### src/rtl/ma_stage.sv
// Memory-access stage: issues loads/stores to data memory, forwards ALU results,
// and hands a single registered payload to register writeback.
package ma_stage_pkg;

    typedef struct packed {
        logic       isLd;
        logic       isSt;
        logic       regWe;
        logic [4:0] rd;
    } ctrl_t;

    typedef struct packed {
        logic [31:0] pc;
        logic [31:0] aluresult;
        logic [31:0] op2;
        logic [31:0] instr;
        ctrl_t       ctrl;
    } Ex_Ma_t;

    typedef struct packed {
        logic [31:0] pc;
        logic [31:0] aluresult;
        logic [31:0] ldresult;
        logic [31:0] instr;
        ctrl_t       ctrl;
    } Ma_Rw_t;

endpackage

module ma_stage
    import ma_stage_pkg::*;
#(
    parameter int TIMEOUT = 16
) (
    input  logic        Clk,
    input  logic        Rst_n,
    input  Ex_Ma_t      Ex_Payld_i,
    input  logic        Ex_Valid_i,
    output logic        Ex_Ready_o,
    output Ma_Rw_t      Ma_Payld_o,
    output logic        Ma_Valid_o,
    input  logic        Ma_Ready_i,
    output logic        Dmem_Req_o,
    output logic        Dmem_We_o,
    output logic [31:0] Dmem_Addr_o,
    output logic [31:0] Dmem_Wdata_o,
    input  logic        Dmem_Gnt_i,
    input  logic        Dmem_Rvalid_i,
    input  logic [31:0] Dmem_Rdata_i,
    output logic        Ma_Err_o,
    output logic        Busy_o
);

    localparam int CW = $clog2(TIMEOUT + 1);

    typedef enum logic [1:0] {IDLE, REQ, WAIT} state_t;

    state_t          state;
    logic [CW-1:0]   tmo_cnt;
    logic [CW-1:0]   cnt_inc;
    Ex_Ma_t          hold_q;
    Ma_Rw_t          out_q;
    logic            out_valid_q;
    logic            err_q;
    logic            accept;
    logic            is_mem;
    logic            misaligned;
    logic            timed_out;

    function automatic Ma_Rw_t to_out(input Ex_Ma_t p, input logic [31:0] ld);
        Ma_Rw_t r;
        r.pc        = p.pc;
        r.aluresult = p.aluresult;
        r.ldresult  = ld;
        r.instr     = p.instr;
        r.ctrl      = p.ctrl;
        return r;
    endfunction

    assign Ex_Ready_o = (state == IDLE) && (!out_valid_q || Ma_Ready_i);
    assign accept     = Ex_Valid_i && Ex_Ready_o;
    assign is_mem     = Ex_Payld_i.ctrl.isLd || Ex_Payld_i.ctrl.isSt;
    assign misaligned = (Ex_Payld_i.aluresult[1:0] != 2'b00);
    assign cnt_inc    = tmo_cnt + CW'(1);
    assign timed_out  = (cnt_inc == CW'(TIMEOUT));

    // Memory-side outputs decode straight from state so reset drops the request at once.
    assign Dmem_Req_o   = (state == REQ);
    assign Dmem_We_o    = Dmem_Req_o && hold_q.ctrl.isSt;
    assign Dmem_Addr_o  = Dmem_Req_o ? hold_q.aluresult : 32'h0;
    assign Dmem_Wdata_o = Dmem_Req_o ? hold_q.op2 : 32'h0;

    assign Ma_Payld_o = out_q;
    assign Ma_Valid_o = out_valid_q;
    assign Ma_Err_o   = err_q;
    assign Busy_o     = (state != IDLE);

    always_ff @(posedge Clk or negedge Rst_n) begin
        if (!Rst_n) begin
            state       <= IDLE;
            tmo_cnt     <= '0;
            hold_q      <= '0;
            out_q       <= '0;
            out_valid_q <= 1'b0;
            err_q       <= 1'b0;
        end else begin
            err_q <= 1'b0;
            if (out_valid_q && Ma_Ready_i) begin
                out_valid_q <= 1'b0;
            end
            case (state)
                IDLE: begin
                    if (accept) begin
                        if (!is_mem || misaligned) begin
                            out_q       <= to_out(Ex_Payld_i, 32'h0);
                            out_valid_q <= 1'b1;
                            err_q       <= is_mem;
                        end else begin
                            hold_q  <= Ex_Payld_i;
                            tmo_cnt <= '0;
                            state   <= REQ;
                        end
                    end
                end
                // A granted store completes even on the final budget cycle; a load granted then is abandoned.
                REQ: begin
                    tmo_cnt <= cnt_inc;
                    if (Dmem_Gnt_i && hold_q.ctrl.isSt) begin
                        out_q       <= to_out(hold_q, 32'h0);
                        out_valid_q <= 1'b1;
                        state       <= IDLE;
                    end else if (timed_out) begin
                        out_q       <= to_out(hold_q, 32'h0);
                        out_valid_q <= 1'b1;
                        err_q       <= 1'b1;
                        state       <= IDLE;
                    end else if (Dmem_Gnt_i) begin
                        state <= WAIT;
                    end
                end
                WAIT: begin
                    tmo_cnt <= cnt_inc;
                    if (Dmem_Rvalid_i) begin
                        out_q       <= to_out(hold_q, Dmem_Rdata_i);
                        out_valid_q <= 1'b1;
                        state       <= IDLE;
                    end else if (timed_out) begin
                        out_q       <= to_out(hold_q, 32'h0);
                        out_valid_q <= 1'b1;
                        err_q       <= 1'b1;
                        state       <= IDLE;
                    end
                end
                default: state <= IDLE;
            endcase
        end
    end

endmodule

### config.mk
export PLATFORM = sky130hd
export DESIGN_NAME = ma_stage
export DESIGN_NICKNAME = d
export VERILOG_FILES = /design/src/rtl/ma_stage.sv
export SDC_FILE = /design/constraint.sdc
export NUM_CORES = 1
export LEC_CHECK = 0
export CORE_MARGIN = 2
export CORE_UTILIZATION = 29
export CTS_CLUSTER_DIAMETER = 50
export CTS_CLUSTER_SIZE = 10
export DETAILED_ROUTE_END_ITERATION = 6
export MAX_ROUTING_LAYER = met4
export SLEW_MARGIN = 30
export SYNTH_ARGS = -nofsm -noshare
export SYNTH_HDL_FRONTEND = slang
export SYNTH_SLANG_ARGS = --single-unit
### constraint.sdc
create_clock -name Clk -period 2.77 [get_ports Clk]
set_input_delay 0.554 -clock Clk [delete_from_list [all_inputs] [get_ports Clk]]
set_output_delay 0.554 -clock Clk [all_outputs]
set_load 0.02 [all_outputs]
==> results_dict.tcl <==
set metrics [dict create \
    grt_max_degree 76 \
    synth_top_family_by_area "compound AO/OA/AOI/OAI gates" \
    place.port_buffers 379 \
    synth_xor_area_share_pct 0 \
    worstPathRequired_ns 2.22 \
    path_cells "inv_2, ha_4, buf_12, clkdlybuf4s50_1" \
    status "finished clean" \
    ctsRootBufferMaster "clkbuf_16" \
    postPlaceCellArea_mm2 0.0167 \
    cpPeakStageDelay_ns 0.62 \
    arrival_ns 2.14 \
    worstHoldEndpoint "Ma_Payld_o[24]$_DFFE_PN0P_" \
    worstReg2RegEnd "Ma_Payld_o[57]$_DFFE_PN0P_" \
    maxCapViolations 0 \
    syn_area_mm2 0.0121 \
    fmax_mhz 372 \
    reg2reg_slack_ns 0.40 \
    worstSetupPathType "register to output port" \
    rsz0062_at_grt "no" \
    routed_wl_um 37700 \
    ant_nets 0 \
    die_y_um 208 \
    fin_skew_ns 0.0271 \
    avgRoutedWirePerCell_um 20.5 \
    irDropWorstVdd_uv 663 \
    hold_viol 0 \
    ys_warn_count 0 \
    overflow 0 \
    chipWidth_um 208 \
    path_clk_slew_ns 0.05 \
    h-tree-depth 2 \
    pin_count 380 \
    reg2reg_from "state[1]$_DFFE_PN0P_" \
    cts_sinks 281 \
    holdPathStages 1 \
    worst-path-buf-inv 3 \
    drc 0 \
    syn2layout_area_growth_pct 49.5 \
    path_max_fanout 24 \
    reg2regPathDepth 8 \
    p_leak_nw 7.81 \
    antenna_found_initial 3 \
    cts_max_path_buffers 3 \
    setup_tns_ns 0 \
    whs_ns 0.490 \
    ys_seq_area_share_pct 58.3 \
    numCtsBuffers 41 \
    fin_ws_ns 0.0787 \
    cts_tree "yes" \
    setup_viol 0 \
    tightest_slew_ns 0.477 \
    cp_top_family "buffers and inverters" \
    clock_latency_ns 0.56 \
    die-area_mm2 0.0432 \
    core-area_mm2 0.0409 \
    gp_congestion 0.793 \
    start_kind "register" \
    dp_slack_ns 0.0356 \
    dp_hpwl_um 24500 \
    cellPowerDensity_mw_per_mm2 1140 \
    p_total_mw 20.6 \
    synth_cell_types 40 \
    rows 74 \
    drv_slew 0 \
    grt_usage_pct 17.7 \
    critPathSlowestCell "clkdlybuf4s50_1" \
    final_layout_size_suffix_gt1_share_pct 19.3 \
    avgViaCountPerCell 4.96 \
    hold_path_class "register to register" \
    dr.first_iter.drc_count 525 \
    grt_pass1_wl_um 58600 \
    muxShareOfSynthArea_pct 12.5 \
    ys_ff_latch 281 \
    syn_nets 1070 \
    fin_crit_ns 2.69 \
    synth_area_per_cell_um2 13.5 \
    relSlewSlack_pct 68.2 \
    start_util_pct 29.5 \
    fin_area_mm2 0.0180 \
    vias 9124 \
    drt-pass1-iter-count 4 \
    period_share_pct 97.2 \
    min_from "hold_q[24]$_DFFE_PN0P_" \
    synth-simple-area-share_pct 11.5 \
    synth_compound_gate_area_share_pct 13.6 \
    final_nets 1457 \
    grt_pass1_vias 9817 \
    synthCells 891 \
    synthAdderAreaFrac_pct 0.519 \
    crit_path_end_kind "output port" \
]
## routing by layer
layer  GRT usage (%)  up-vias  wire, µm
li1                -     4145         -
met1            22.1     4655     16300
met2            27.6      262     17700
met3            5.52       62      2700
met4            4.94        0       922
met5               -        -         0
## cell families after synthesis
logic type / after synthesis
adders and majority gates: 5
buffers and inverters: 82
DFF: 281
and+or+nand+nor: 208
muxes: 134
AOI/OAI and AO/OA: 181
## report_power, final
part / total (mW) / switching [mW] / internal (mW)
logic: 8.49 / 4.38 / 4.12
registers: 6.93 / 1.02 / 5.91
clock network: 5.21 / 1.95 / 3.26
total: 20.6 / 7.35 / 13.3
## worst reg2reg max path, stage by stage, from the launching register on
cell       delay [ns]
dfrtp_1          0.43
inv_2            0.14
ha_4             0.21
bufbuf_16        0.32
a21oi_1          0.11
a21oi_1          0.25
a21o_4           0.32
buf_4            0.33
a22o_1           0.21
## sequential cells by signal, indices dropped and copies added (netlist names)
register,count
Ma_Err_o,1
Ma_Payld_o,136
Ma_Valid_o,1
hold_q,136
state,2
tmo_cnt,5
## layout by cell type (no fill, tap or decap), drive strengths merged, types with 2 or more instances in the layout
master,synthesis,layout
a21o,12,12
a21oi,9,9
a221o,103,103
a22o,25,25
a32o,8,8
and2,70,70
buf,42,40
bufinv,0,4
clkbuf,34,57
clkdlybuf4s15,0,10
clkdlybuf4s50,0,312
clkinv,0,8
dfrtp,281,281
diode,0,3
dlygate4sd2,0,52
ha,5,5
inv,6,10
mux2,134,134
nand2,11,11
nand2b,2,2
nand3,4,4
nor2,9,9
nor2b,3,3
nor3,3,3
nor3b,103,103
o21a,2,2
o21ai,10,10
o31ai,2,2
## repair_timing
item / 4_1_cts / 5_1_grt
resized for setup: 73 / 11
cloned: 1 / 0
endpoints found under the hold margin: 47 / 0
pin swaps: 1 / 0
buffers inserted: 2 / 0
setup endpoints to repair: 66 / 11
hold buffers: 1 / 0
## area by class of cell
class	instances	area, µm²
clock buffer	54	1130
multi-input combinational	528	4650
clock inverter	16	221
antenna	3	7.51
timing repair buffer	420	4310
fill	3790	22900
tap	532	666
sequential	281	7030
inverter	6	22.5
## cells in the mapped netlist, drive strengths merged
cell / n / share of area (%)
a211oi: 1 / 0.062
a21boi: 1 / 0.062
a21o: 12 / 0.75
a21oi: 9 / 0.37
a221o: 103 / 8.5
a22o: 25 / 1.8
a22oi: 1 / 0.062
a311oi: 1 / 0.073
a31oi: 1 / 0.052
a32o: 8 / 0.66
and2: 70 / 3.6
buf: 42 / 2.4
clkbuf: 34 / 1.1
dfrtp: 281 / 58
ha: 5 / 0.52
inv: 6 / 0.19
mux2: 134 / 13
nand2: 11 / 0.34
nand2b: 2 / 0.10
nand3: 4 / 0.17
nand4: 1 / 0.052
nand4b: 1 / 0.073
nor2: 9 / 0.34
nor2b: 3 / 0.16
nor3: 3 / 0.12
nor3b: 103 / 6.4
o2111ai: 1 / 0.073
o211ai: 1 / 0.062
o21a: 2 / 0.12
o21ai: 10 / 0.48
o22a: 1 / 0.073
o22ai: 1 / 0.052
o311a: 1 / 0.18
o31ai: 2 / 0.12
or2: 1 / 0.052
## per-stage QoR
stage          instances  util (%)
6_report            1840      44.1
3_3_place_gp        1763      40.7
2_1_floorplan        891         -
3_5_place_dp        1763      40.7
4_1_cts             1837      44.1
5_1_grt             1840      44.1
## worst max path at each step
stage                                     from                endpoint  slack (ns)  cells past startpoint
after global routing      state[1]$_DFFE_PN0P_          Dmem_Addr_o[1]      0.0008                      5
after detailed placement         Ex_Payld_i[6]  hold_q[95]$_DFFE_PN0P_        0.04                      7
final                     state[1]$_DFFE_PN0P_              Dmem_Req_o        0.08                      4
after global placement           Ex_Payld_i[6]  hold_q[97]$_DFFE_PN0P_        0.03                      7
after floorplan           state[1]$_DFFE_PN0P_         Dmem_Addr_o[22]        0.64                      5
after CTS                 state[0]$_DFFE_PN0P_              Ex_Ready_o        0.01                      4
Note: power is estimated with default switching activity, not from simulation.
